### src/rtl/pipe_ctrl.sv
// Sequencing controller for the 5-stage core: load-use bubbles, branch squash,
// data-memory freeze with timeout error, plus saturating debug counters.
module pipe_ctrl #(
    parameter int LU_BUBBLES  = 1,
    parameter int MEM_TIMEOUT = 64
) (
    input  logic        clk,
    input  logic        reset,
    input  logic [4:0]  id_rs1,
    input  logic [4:0]  id_rs2,
    input  logic        id_uses_rs1,
    input  logic        id_uses_rs2,
    input  logic [4:0]  ex_rd,
    input  logic [6:0]  ex_opcode,
    input  logic        br_taken,
    input  logic        dmem_req,
    input  logic        dmem_ready,
    output logic        pc_en,
    output logic        ifid_en,
    output logic        idex_en,
    output logic        exmem_en,
    output logic        ifid_flush,
    output logic        idex_flush,
    output logic [1:0]  state,
    output logic        mem_err,
    output logic [15:0] stall_cycles,
    output logic [15:0] flush_count
);

    typedef enum logic [1:0] {
        RUN      = 2'b00,
        LU_STALL = 2'b01,
        ERR      = 2'b10
    } state_e;

    localparam logic [6:0] OP_LOAD = 7'b0000011;

    state_e      state_q, state_d;
    logic [1:0]  lu_cnt_q, lu_cnt_d;
    logic [7:0]  tmo_cnt_q, tmo_cnt_d;
    logic        mem_err_q, mem_err_d;
    logic [15:0] stall_q, stall_d;
    logic [15:0] flush_q, flush_d;

    logic hazard;
    logic mem_stall;

    assign hazard = (ex_opcode == OP_LOAD) && (ex_rd != 5'd0) &&
                    ((id_uses_rs1 && (id_rs1 == ex_rd)) ||
                     (id_uses_rs2 && (id_rs2 == ex_rd)));
    assign mem_stall = dmem_req && !dmem_ready;

    function automatic logic [15:0] sat_inc(input logic [15:0] v);
        return (v == 16'hFFFF) ? v : v + 16'd1;
    endfunction

    always_comb begin
        state_d    = state_q;
        lu_cnt_d   = lu_cnt_q;
        tmo_cnt_d  = tmo_cnt_q;
        mem_err_d  = mem_err_q;
        stall_d    = stall_q;
        flush_d    = flush_q;
        pc_en      = 1'b0;
        ifid_en    = 1'b0;
        idex_en    = 1'b0;
        exmem_en   = 1'b0;
        ifid_flush = 1'b0;
        idex_flush = 1'b0;

        if (state_q == ERR) begin
            tmo_cnt_d = tmo_cnt_q;
        end else if (mem_stall) begin
            // Everything frozen; held pipeline registers re-present any branch/hazard later.
            stall_d   = sat_inc(stall_q);
            tmo_cnt_d = tmo_cnt_q + 8'd1;
            if (tmo_cnt_q == 8'(MEM_TIMEOUT - 1)) begin
                state_d   = ERR;
                mem_err_d = 1'b1;
            end
        end else begin
            tmo_cnt_d = 8'd0;
            if (br_taken) begin
                pc_en      = 1'b1;
                ifid_en    = 1'b1;
                idex_en    = 1'b1;
                exmem_en   = 1'b1;
                ifid_flush = 1'b1;
                idex_flush = 1'b1;
                state_d    = RUN;
                lu_cnt_d   = 2'd0;
                flush_d    = sat_inc(flush_q);
            end else if ((state_q == LU_STALL) || hazard) begin
                idex_en    = 1'b1;
                idex_flush = 1'b1;
                exmem_en   = 1'b1;
                stall_d    = sat_inc(stall_q);
                if (state_q == LU_STALL) begin
                    lu_cnt_d = lu_cnt_q - 2'd1;
                    if (lu_cnt_q == 2'd1) begin
                        state_d = RUN;
                    end
                end else if (LU_BUBBLES > 1) begin
                    state_d  = LU_STALL;
                    lu_cnt_d = 2'(LU_BUBBLES - 1);
                end
            end else begin
                pc_en    = 1'b1;
                ifid_en  = 1'b1;
                idex_en  = 1'b1;
                exmem_en = 1'b1;
            end
        end

        // Keep the pipe quiet while reset is held, not just after the first edge.
        if (reset) begin
            pc_en      = 1'b0;
            ifid_en    = 1'b0;
            idex_en    = 1'b0;
            exmem_en   = 1'b0;
            ifid_flush = 1'b0;
            idex_flush = 1'b0;
        end
    end

    always_ff @(posedge clk or posedge reset) begin
        if (reset) begin
            state_q   <= RUN;
            lu_cnt_q  <= 2'd0;
            tmo_cnt_q <= 8'd0;
            mem_err_q <= 1'b0;
            stall_q   <= 16'd0;
            flush_q   <= 16'd0;
        end else begin
            state_q   <= state_d;
            lu_cnt_q  <= lu_cnt_d;
            tmo_cnt_q <= tmo_cnt_d;
            mem_err_q <= mem_err_d;
            stall_q   <= stall_d;
            flush_q   <= flush_d;
        end
    end

    assign state        = state_q;
    assign mem_err      = mem_err_q;
    assign stall_cycles = stall_q;
    assign flush_count  = flush_q;

endmodule
### config.mk
export PLATFORM = sky130hd
export DESIGN_NAME = pipe_ctrl
export DESIGN_NICKNAME = d
export VERILOG_FILES = /design/src/rtl/pipe_ctrl.sv
export SDC_FILE = /design/constraint.sdc
export NUM_CORES = 1
export LEC_CHECK = 0
export CORE_MARGIN = 5
export CORE_UTILIZATION = 40
export DETAILED_ROUTE_END_ITERATION = 8
export HOLD_SLACK_MARGIN = 0.06
export PLACE_DENSITY = 0.7
export SKIP_CTS_REPAIR_TIMING = 1
export SYNTH_ARGS = -nofsm -noshare
export SYNTH_HDL_FRONTEND = slang
export SYNTH_SLANG_ARGS = --single-unit
### constraint.sdc
create_clock -name clk -period 2.09 [get_ports clk]
set_input_delay 0.418 -clock clk [delete_from_list [all_inputs] [get_ports clk]]
set_output_delay 0.418 -clock clk [all_outputs]
set_load 0.01 [all_outputs]
==> flow_summary.html, run 1 <==
<table>
<tr><th>Metric</th><th>Value</th></tr>
<tr><th colspan="2">Run status</th></tr>
<tr><td>Run status</td><td>finished clean</td></tr>
<tr><th colspan="2">Placed design</th></tr>
<tr><td>Pre-CTS WS</td><td>-562 ps</td></tr>
<tr><td>Detailed-placement wirelength estimate</td><td>4030 microns</td></tr>
<tr><td>Count of buffers from port buffering</td><td>68</td></tr>
<tr><td>Last weighted congestion value of the routability-driven placer</td><td>0.759</td></tr>
<tr><th colspan="2">Worst hold path</th></tr>
<tr><td>Source of the worst hold timing path</td><td>mem_err</td></tr>
<tr><td>Number of cells on the worst hold path</td><td>1</td></tr>
<tr><td>Worst min-delay path endpoint</td><td>mem_err</td></tr>
<tr><td>Hold/Removal Path Class</td><td>register to register</td></tr>
<tr><th colspan="2">Timing</th></tr>
<tr><td>Upper clock frequency limit</td><td>496 MHz</td></tr>
<tr><td>Setup total negative slack</td><td>0 ps</td></tr>
<tr><td>Least setup slack across all paths after layout</td><td>72.2 ps</td></tr>
<tr><td>Post-route clock skew</td><td>10.1 ps</td></tr>
<tr><td>Min Clock Period, post-route</td><td>2020 ps</td></tr>
<tr><td>Setup-violating endpoint count in the final report</td><td>0</td></tr>
<tr><td>Max-slew violation count</td><td>0</td></tr>
<tr><td>Fin. Hold Viols</td><td>0</td></tr>
<tr><td>Final worst path period share</td><td>0.965</td></tr>
<tr><th colspan="2">Power and ir drop</th></tr>
<tr><td>Logic gate share of total power</td><td>0.283</td></tr>
<tr><td>Share of power burned in registers</td><td>0.475</td></tr>
<tr><td>Internal Pwr Total</td><td>0.00159 W</td></tr>
<tr><td>Switching share of power</td><td>0.305</td></tr>
<tr><td>Power per cell area</td><td>695 nW/um^2</td></tr>
<tr><td>Switching power of the nets</td><td>0.000697 W</td></tr>
<tr><td>Total power after layout</td><td>0.00229 W</td></tr>
<tr><td>Fraction of power consumed by the clock network</td><td>0.242</td></tr>
<tr><td>Highest ir drop seen on vdd</td><td>0.638 mV</td></tr>
<tr><td>Total leakage power</td><td>1.65 nW</td></tr>
<tr><th colspan="2">Floorplanning</th></tr>
<tr><td>Horiz. Die Dim</td><td>84.7 microns</td></tr>
<tr><td>Die Span Y</td><td>84.7 microns</td></tr>
<tr><td>Number of core rows</td><td>27</td></tr>
<tr><td>Die Outline Area</td><td>7170 sq um</td></tr>
<tr><td>Starting density of the core</td><td>0.407</td></tr>
<tr><td>CORE AREA</td><td>5470 sq um</td></tr>
<tr><td>Io pins</td><td>70</td></tr>
<tr><th colspan="2">Yosys</th></tr>
<tr><td>Average instance area after synthesis</td><td>10.2 sq um</td></tr>
<tr><td>Post-Synthesis Cells</td><td>218</td></tr>
<tr><td>Post-synth EDFFs</td><td>0</td></tr>
<tr><td>Dominant synthesized flop cell</td><td>dfrtp_1</td></tr>
<tr><td>Synthesis-stage register bit count</td><td>42</td></tr>
<tr><td>Proportion of register bits with asynchronous set or reset after synthesis</td><td>1.00</td></tr>
<tr><td>Syn Nets</td><td>250</td></tr>
<tr><td>Distinct cell type count after synthesis</td><td>42</td></tr>
<tr><td>Sequential share of the synthesized area</td><td>0.471</td></tr>
<tr><td>Count of warnings emitted by yosys</td><td>0</td></tr>
<tr><td>Summed instance area of the synthesized netlist</td><td>2230 sq um</td></tr>
<tr><th colspan="2">CTS</th></tr>
<tr><td>Number of buffers inserted during clock tree synthesis</td><td>5</td></tr>
<tr><td>Count of H-tree levels built during CTS</td><td>2</td></tr>
<tr><td>Clock Latency Late Sink</td><td>290 ps</td></tr>
<tr><td>CTS clock-pin slew for the worst setup and hold paths</td><td>80 ps</td></tr>
<tr><td>Maximum buffer depth of the clock tree</td><td>2</td></tr>
<tr><td>CTS sink count</td><td>42</td></tr>
<tr><td>Master cell of the clock root buffer</td><td>clkbuf_8</td></tr>
<tr><td>TritonCTS clock tree</td><td>built</td></tr>
<tr><th colspan="2">Worst setup path</th></tr>
<tr><td>Worst-path cell chain</td><td>clkdlybuf4s50_1 -&gt; nor2_1 -&gt; nand3_1 -&gt; a21oi_2 -&gt; nand2_1 -&gt; o21a_1 -&gt; buf_2</td></tr>
<tr><td>Crit path largest cell delay</td><td>390 ps</td></tr>
<tr><td>Data arrival time of the critical path</td><td>1600 ps</td></tr>
<tr><td>Largest fanout on the critical path</td><td>3</td></tr>
<tr><td>Crit Reg-Reg Startpoint</td><td>stall_cycles[10]</td></tr>
<tr><td>Classification of the worst setup path</td><td>input port to output port</td></tr>
<tr><td>Buffers plus inverters on the worst setup path</td><td>2</td></tr>
<tr><td>Flop-to-flop setup slack</td><td>300 ps</td></tr>
<tr><td>Kind of cell with the highest combined delay on the critical path</td><td>buffers and inverters</td></tr>
<tr><td>Beginning of the critical path</td><td>ex_opcode[3]</td></tr>
<tr><td>Slowest CP cell</td><td>clkdlybuf4s50_1</td></tr>
<tr><td>Setup crit start kind</td><td>input port</td></tr>
<tr><td>Kind of end point of the critical path</td><td>output port</td></tr>
<tr><td>Path depth of the worst reg2reg path</td><td>6</td></tr>
<tr><td>Worst R2R End</td><td>stall_cycles[7]</td></tr>
<tr><td>Required time of the critical path</td><td>1670 ps</td></tr>
<tr><th colspan="2">GRT</th></tr>
<tr><td>Overall track demand over capacity in global routing</td><td>0.152</td></tr>
<tr><td>Pin count of the biggest net entering global routing</td><td>43</td></tr>
<tr><td>Vias in the first global route</td><td>1,830</td></tr>
<tr><td>Antenna violations before repair</td><td>0</td></tr>
<tr><td>Remaining Overflow, GRT</td><td>0</td></tr>
<tr><td>Wire length of the first global-routing pass</td><td>8860 microns</td></tr>
<tr><th colspan="2">Job</th></tr>
<tr><td>Maximum capacitance violations</td><td>0</td></tr>
<tr><th colspan="2">Cells and area</th></tr>
<tr><td>Commonest cells after routing, fill and taps aside</td><td>dfrtp_1 (42), clkdlybuf4s50_1 (41), nand2_1 (24), xnor2_1 (24), dlymetal6s2s_1 (24)</td></tr>
<tr><td>Area delta synth-&gt;final</td><td>47.6%</td></tr>
<tr><td>Final layout net count</td><td>340</td></tr>
<tr><td>Count of inserted antenna diode cells</td><td>0</td></tr>
<tr><td>Most common cell after layout, fill and taps aside</td><td>dfrtp_1</td></tr>
<tr><td>Fraction of final layout cells with drive strength greater than 1</td><td>0.152</td></tr>
<tr><td>Fill count</td><td>493</td></tr>
<tr><th colspan="2">Drt</th></tr>
<tr><td>Vias per Instance</td><td>4.93</td></tr>
<tr><td>Detailed-route wire length</td><td>5360 microns</td></tr>
<tr><td>Drt drc</td><td>0</td></tr>
<tr><td>Number of detailed-routing iterations run before antenna repair</td><td>4</td></tr>
<tr><td>Number of DRC violations after detailed-routing iteration 0</td><td>83</td></tr>
<tr><td>Wire per inst</td><td>14.1 microns</td></tr>
<tr><td>Residual antenna-violating net count after detailed routing</td><td>0</td></tr>
<tr><td>Via count</td><td>1,877</td></tr>
</table>
## power by group through the flow
stage / Sequential, W / Clock, W / Combinational, W
3_5_place_dp: 0.00110 / 0 / 0.000658
3_3_place_gp: 0.00110 / 0 / 0.000651
5_1_grt: 0.00111 / 0.000616 / 0.000706
6_report: 0.00109 / 0.000553 / 0.000647
2_1_floorplan: 0.00112 / 0 / 0.000234
4_1_cts: 0.00109 / 0.000575 / 0.000663
## cell usage after synthesis, types with 2 or more instances
| master | n | share of area |
|---|---|---|
| nand4b_1 | 2 | 0.0079 |
| buf_4 | 3 | 0.010 |
| a21oi_2 | 2 | 0.0079 |
| dfrtp_1 | 42 | 0.47 |
| xor2_1 | 18 | 0.071 |
| xnor2_1 | 24 | 0.094 |
| and2_1 | 2 | 0.0056 |
| nor2b_1 | 2 | 0.0056 |
| nand4_1 | 10 | 0.028 |
| mux2_2 | 2 | 0.010 |
| nand3_1 | 12 | 0.027 |
| a21oi_1 | 4 | 0.0090 |
| nor4_2 | 3 | 0.017 |
| and3_1 | 3 | 0.0084 |
| inv_1 | 2 | 0.0034 |
| o21ai_0 | 6 | 0.013 |
| nand2_1 | 24 | 0.040 |
| nor4_1 | 2 | 0.0056 |
| a21o_1 | 3 | 0.010 |
| and4_1 | 2 | 0.0079 |
| nor3_1 | 8 | 0.018 |
| nor2_1 | 20 | 0.034 |
| ha_1 | 3 | 0.017 |
## kinds of logic after synthesis
group           Yosys count  synth area share
fa+ha+maj                 3            0.0168
flops                    42             0.471
other cells               1           0.00168
buf+inv                   8            0.0196
compound gates           23            0.0786
simple gates             97             0.237
mux                       2            0.0101
xor+xnor                 42             0.165
## worst max-delay path by stage
stage                     slack (ps)         end  cells after the start
after floorplan                  110       pc_en                      4
after global placement          -490  idex_flush                      7
after detailed placement        -560  idex_flush                      7
after CTS                       -580  idex_flush                      7
after global routing              -4       pc_en                      7
final                             70       pc_en                      7
## registers in the layout, summed over array words and instances (netlist names)
name,count
stall_cycles,16
flush_count,16
state,1
mem_err,1
tmo_cnt_q,8
## metrics by stage
step                      instance area [sq um]  std cells   util  hold WS, ps
after detailed placement                   3130        372  0.571          443
after floorplan                            2230        218      -          478
after global routing                       3290        381  0.601          504
after CTS                                  3220        380  0.589          463
after global placement                     3130        372  0.571          444
final                                      3290        381  0.601          459
## final cells by class
cell class	instances	area (sq um)	area share
sequential	42	1050	0.319
timing repair buffer	89	896	0.272
inverter	2	7.51	0.00228
multi-input combinational	168	1150	0.350
tap	72	90.1	0.0274
clock inverter	1	8.76	0.00266
clock buffer	7	86.3	0.0262
## metal layers
layer,track usage,wire [microns],share of wire
met1,0.191,2400,0.45
met2,0.256,2730,0.51
met3,0.0334,153,0.029
met4,0.0518,79,0.015
met5,0,0,0
Power figures use the tool's default switching activity.
==> inputs of run 2 (changes only) <==
--- a/config.mk
+++ b/config.mk
@@ -9,6 +9,7 @@
 export CORE_UTILIZATION = 40
 export DETAILED_ROUTE_END_ITERATION = 8
 export HOLD_SLACK_MARGIN = 0.06
+export MAX_ROUTING_LAYER = met4
 export PLACE_DENSITY = 0.7
 export SKIP_CTS_REPAIR_TIMING = 1
 export SYNTH_ARGS = -nofsm -noshare
==> constraint.sdc (replaced) <==
create_clock -name clk -period 2.09 [get_ports clk]
set_input_delay 0.3135 -clock clk [delete_from_list [all_inputs] [get_ports clk]]
set_output_delay 0.3135 -clock clk [all_outputs]
set_load 0.01 [all_outputs]
==> flow_summary.html, run 2 (synthesis gave the netlist of run 1 again) <==
<table>
<tr><th>Metric</th><th>Value</th></tr>
<tr><th colspan="2">Run status</th></tr>
<tr><td>Run status</td><td>finished clean (unchanged)</td></tr>
<tr><th colspan="2">Cells and area</th></tr>
<tr><td>Final layout net count</td><td>340 (unchanged)</td></tr>
<tr><td>Fill count</td><td>508 (was 493)</td></tr>
<tr><td>Commonest cells after routing, fill and taps aside</td><td>clkdlybuf4s50_1 (55), dfrtp_1 (42), nand2_1 (24), xnor2_1 (23), buf_4 (21) (was dfrtp_1 (42), clkdlybuf4s50_1 (41), nand2_1 (24), xnor2_1 (24), dlymetal6s2s_1 (24))</td></tr>
<tr><td>Most common cell after layout, fill and taps aside</td><td>clkdlybuf4s50_1 (was dfrtp_1)</td></tr>
<tr><td>Fraction of final layout cells with drive strength greater than 1</td><td>0.155 (was 0.152)</td></tr>
<tr><td>Area delta synth-&gt;final</td><td>46.1% (was 47.6%)</td></tr>
<tr><td>Total non-filler cell area in the finished layout</td><td>3260 sq um (was 3290 sq um)</td></tr>
<tr><td>Count of inserted antenna diode cells</td><td>0 (unchanged)</td></tr>
<tr><td>Final cell utilization of the core</td><td>0.595 (was 0.601)</td></tr>
<tr><th colspan="2">CTS</th></tr>
<tr><td>Count of H-tree levels built during CTS</td><td>2 (unchanged)</td></tr>
<tr><td>CTS sink count</td><td>42 (unchanged)</td></tr>
<tr><td>Number of buffers inserted during clock tree synthesis</td><td>5 (unchanged)</td></tr>
<tr><td>Master cell of the clock root buffer</td><td>clkbuf_8 (unchanged)</td></tr>
<tr><td>Clock Latency Late Sink</td><td>290 ps (about the same)</td></tr>
<tr><td>TritonCTS clock tree</td><td>built (unchanged)</td></tr>
<tr><td>Maximum buffer depth of the clock tree</td><td>2 (unchanged)</td></tr>
<tr><td>CTS clock-pin slew for the worst setup and hold paths</td><td>80 ps (about the same)</td></tr>
<tr><th colspan="2">Drt</th></tr>
<tr><td>Number of DRC violations after detailed-routing iteration 0</td><td>65 (was 83)</td></tr>
<tr><td>Number of detailed-routing iterations run before antenna repair</td><td>4 (unchanged)</td></tr>
<tr><td>Residual antenna-violating net count after detailed routing</td><td>0 (unchanged)</td></tr>
<tr><td>Detailed-route wire length</td><td>5050 microns (was 5360 microns)</td></tr>
<tr><td>Wire per inst</td><td>13.2 microns (was 14.1 microns)</td></tr>
<tr><td>Vias per Instance</td><td>4.90 (was 4.93)</td></tr>
<tr><td>Drt drc</td><td>0 (unchanged)</td></tr>
<tr><td>Via count</td><td>1,867 (was 1,877)</td></tr>
<tr><th colspan="2">GRT</th></tr>
<tr><td>Remaining Overflow, GRT</td><td>0 (unchanged)</td></tr>
<tr><td>Overall track demand over capacity in global routing</td><td>0.154 (was 0.152)</td></tr>
<tr><td>Pin count of the biggest net entering global routing</td><td>24 (was 43)</td></tr>
<tr><td>Antenna violations before repair</td><td>0 (unchanged)</td></tr>
<tr><td>Vias in the first global route</td><td>1,873 (was 1,830)</td></tr>
<tr><td>Wire length of the first global-routing pass</td><td>8720 microns (was 8860 microns)</td></tr>
<tr><th colspan="2">Power and ir drop</th></tr>
<tr><td>Total power after layout</td><td>0.00228 W (was 0.00229 W)</td></tr>
<tr><td>Highest ir drop seen on vdd</td><td>0.594 mV (was 0.638 mV)</td></tr>
<tr><td>Power per cell area</td><td>700 nW/um^2 (was 695 nW/um^2)</td></tr>
<tr><td>Total leakage power</td><td>1.53 nW (was 1.65 nW)</td></tr>
<tr><th colspan="2">Timing</th></tr>
<tr><td>Setup-violating endpoint count in the final report</td><td>0 (unchanged)</td></tr>
<tr><td>Fin. Hold Viols</td><td>0 (unchanged)</td></tr>
<tr><td>Setup repair after global routing missed its margin</td><td>false</td></tr>
<tr><td>Worst hold margin</td><td>456 ps (was 459 ps)</td></tr>
<tr><td>Post-route clock skew</td><td>5.55 ps (was 10.1 ps)</td></tr>
<tr><td>Max-slew violation count</td><td>0 (unchanged)</td></tr>
<tr><td>Final worst path period share</td><td>0.953 (was 0.965)</td></tr>
<tr><td>Least setup slack across all paths after layout</td><td>98.1 ps (was 72.2 ps)</td></tr>
<tr><td>Min Clock Period, post-route</td><td>1990 ps (was 2020 ps)</td></tr>
<tr><td>Upper clock frequency limit</td><td>502 MHz (was 496 MHz)</td></tr>
<tr><th colspan="2">Placed design</th></tr>
<tr><td>Last weighted congestion value of the routability-driven placer</td><td>0.766 (was 0.759)</td></tr>
<tr><td>Placed cell areas</td><td>3120 sq um (was 3130 sq um)</td></tr>
<tr><td>Detailed-placement wirelength estimate</td><td>4010 microns (was 4030 microns)</td></tr>
<tr><td>Count of buffers from port buffering</td><td>68 (unchanged)</td></tr>
<tr><td>Pre-CTS WS</td><td>-317 ps (was -562 ps)</td></tr>
<tr><th colspan="2">Worst setup path</th></tr>
<tr><td>Setup crit start kind</td><td>input port (unchanged)</td></tr>
<tr><td>Kind of end point of the critical path</td><td>output port (unchanged)</td></tr>
<tr><td>Largest fanout on the critical path</td><td>3 (unchanged)</td></tr>
<tr><td>Required time of the critical path</td><td>1780 ps (was 1670 ps)</td></tr>
<tr><td>Classification of the worst setup path</td><td>input port to output port (unchanged)</td></tr>
<tr><td>Data arrival time of the critical path</td><td>1680 ps (was 1600 ps)</td></tr>
<tr><th colspan="2">Job</th></tr>
<tr><td>Maximum capacitance violations</td><td>0 (unchanged)</td></tr>
<tr><th colspan="2">Floorplanning</th></tr>
<tr><td>Die Span Y</td><td>84.7 microns (unchanged)</td></tr>
<tr><td>Die Outline Area</td><td>7170 sq um (unchanged)</td></tr>
<tr><td>Horiz. Die Dim</td><td>84.7 microns (unchanged)</td></tr>
<tr><td>Starting density of the core</td><td>0.407 (unchanged)</td></tr>
<tr><td>Io pins</td><td>70 (unchanged)</td></tr>
<tr><td>CORE AREA</td><td>5470 sq um (unchanged)</td></tr>
<tr><td>Number of core rows</td><td>27 (unchanged)</td></tr>
<tr><th colspan="2">Worst hold path</th></tr>
<tr><td>Hold/Removal Path Class</td><td>input port to asynchronous set/reset pin (was register to register)</td></tr>
</table>
## run 2: power breakdown
group	leakage, nW	internal, W	switching (W)
logic	0.927	0.000394	0.000259
registers	0.560	0.000929	0.000154
clock network	0.0472	0.000266	0.000278
total	1.53	0.00159	0.000691
## run 2: per-stage QoR
step,setup TNS [ps],instances
floorplan,0,218
CTS,-1200,381
detailed placement,-1840,373
finish,0,381
global route,0,381
global placement,-1760,373
## run 2: path summary, 6_finish.rpt
path	to	startpoint	depth (start not counted)	slack, ps
max	pc_en	ex_rd[1]	8	100
min	tmo_cnt_q[0]	reset	3	460
max reg2reg	stall_cycles[7]	stall_cycles[9]	6	340
min reg2reg	mem_err	mem_err	1	460
max in group asynchronous	mem_err	reset	3	1370
min in group clk	mem_err	mem_err	1	460
## run 2: cell type report
cell class / count / area, sq um / area share
Clock buffer: 6 / 82.6 / 0.0253
Timing Repair Buffer: 89 / 856 / 0.263
Clock inverter: 2 / 12.5 / 0.00384
Multi-Input combinational cell: 168 / 1160 / 0.356
Tap cell: 72 / 90.1 / 0.0276
Sequential cell: 42 / 1050 / 0.323
Inverter: 2 / 7.51 / 0.00230
## run 2: per-layer routing
metal  routed length (microns)  GRT usage  up-vias
li1                          -          -      935
met1                      2250      0.195      890
met2                      2500      0.242       32
met3                       186     0.0304       10
met4                       112     0.0590        0
met5                         0          -        -
## run 2: critical path: stages
cell and delay [ps]:
clkdlybuf4s50_1 500, buf_4 140, xnor2_2 100, nand2_1 80
o22ai_2 150, nand2_1 70, o21a_1 180, buf_2 140
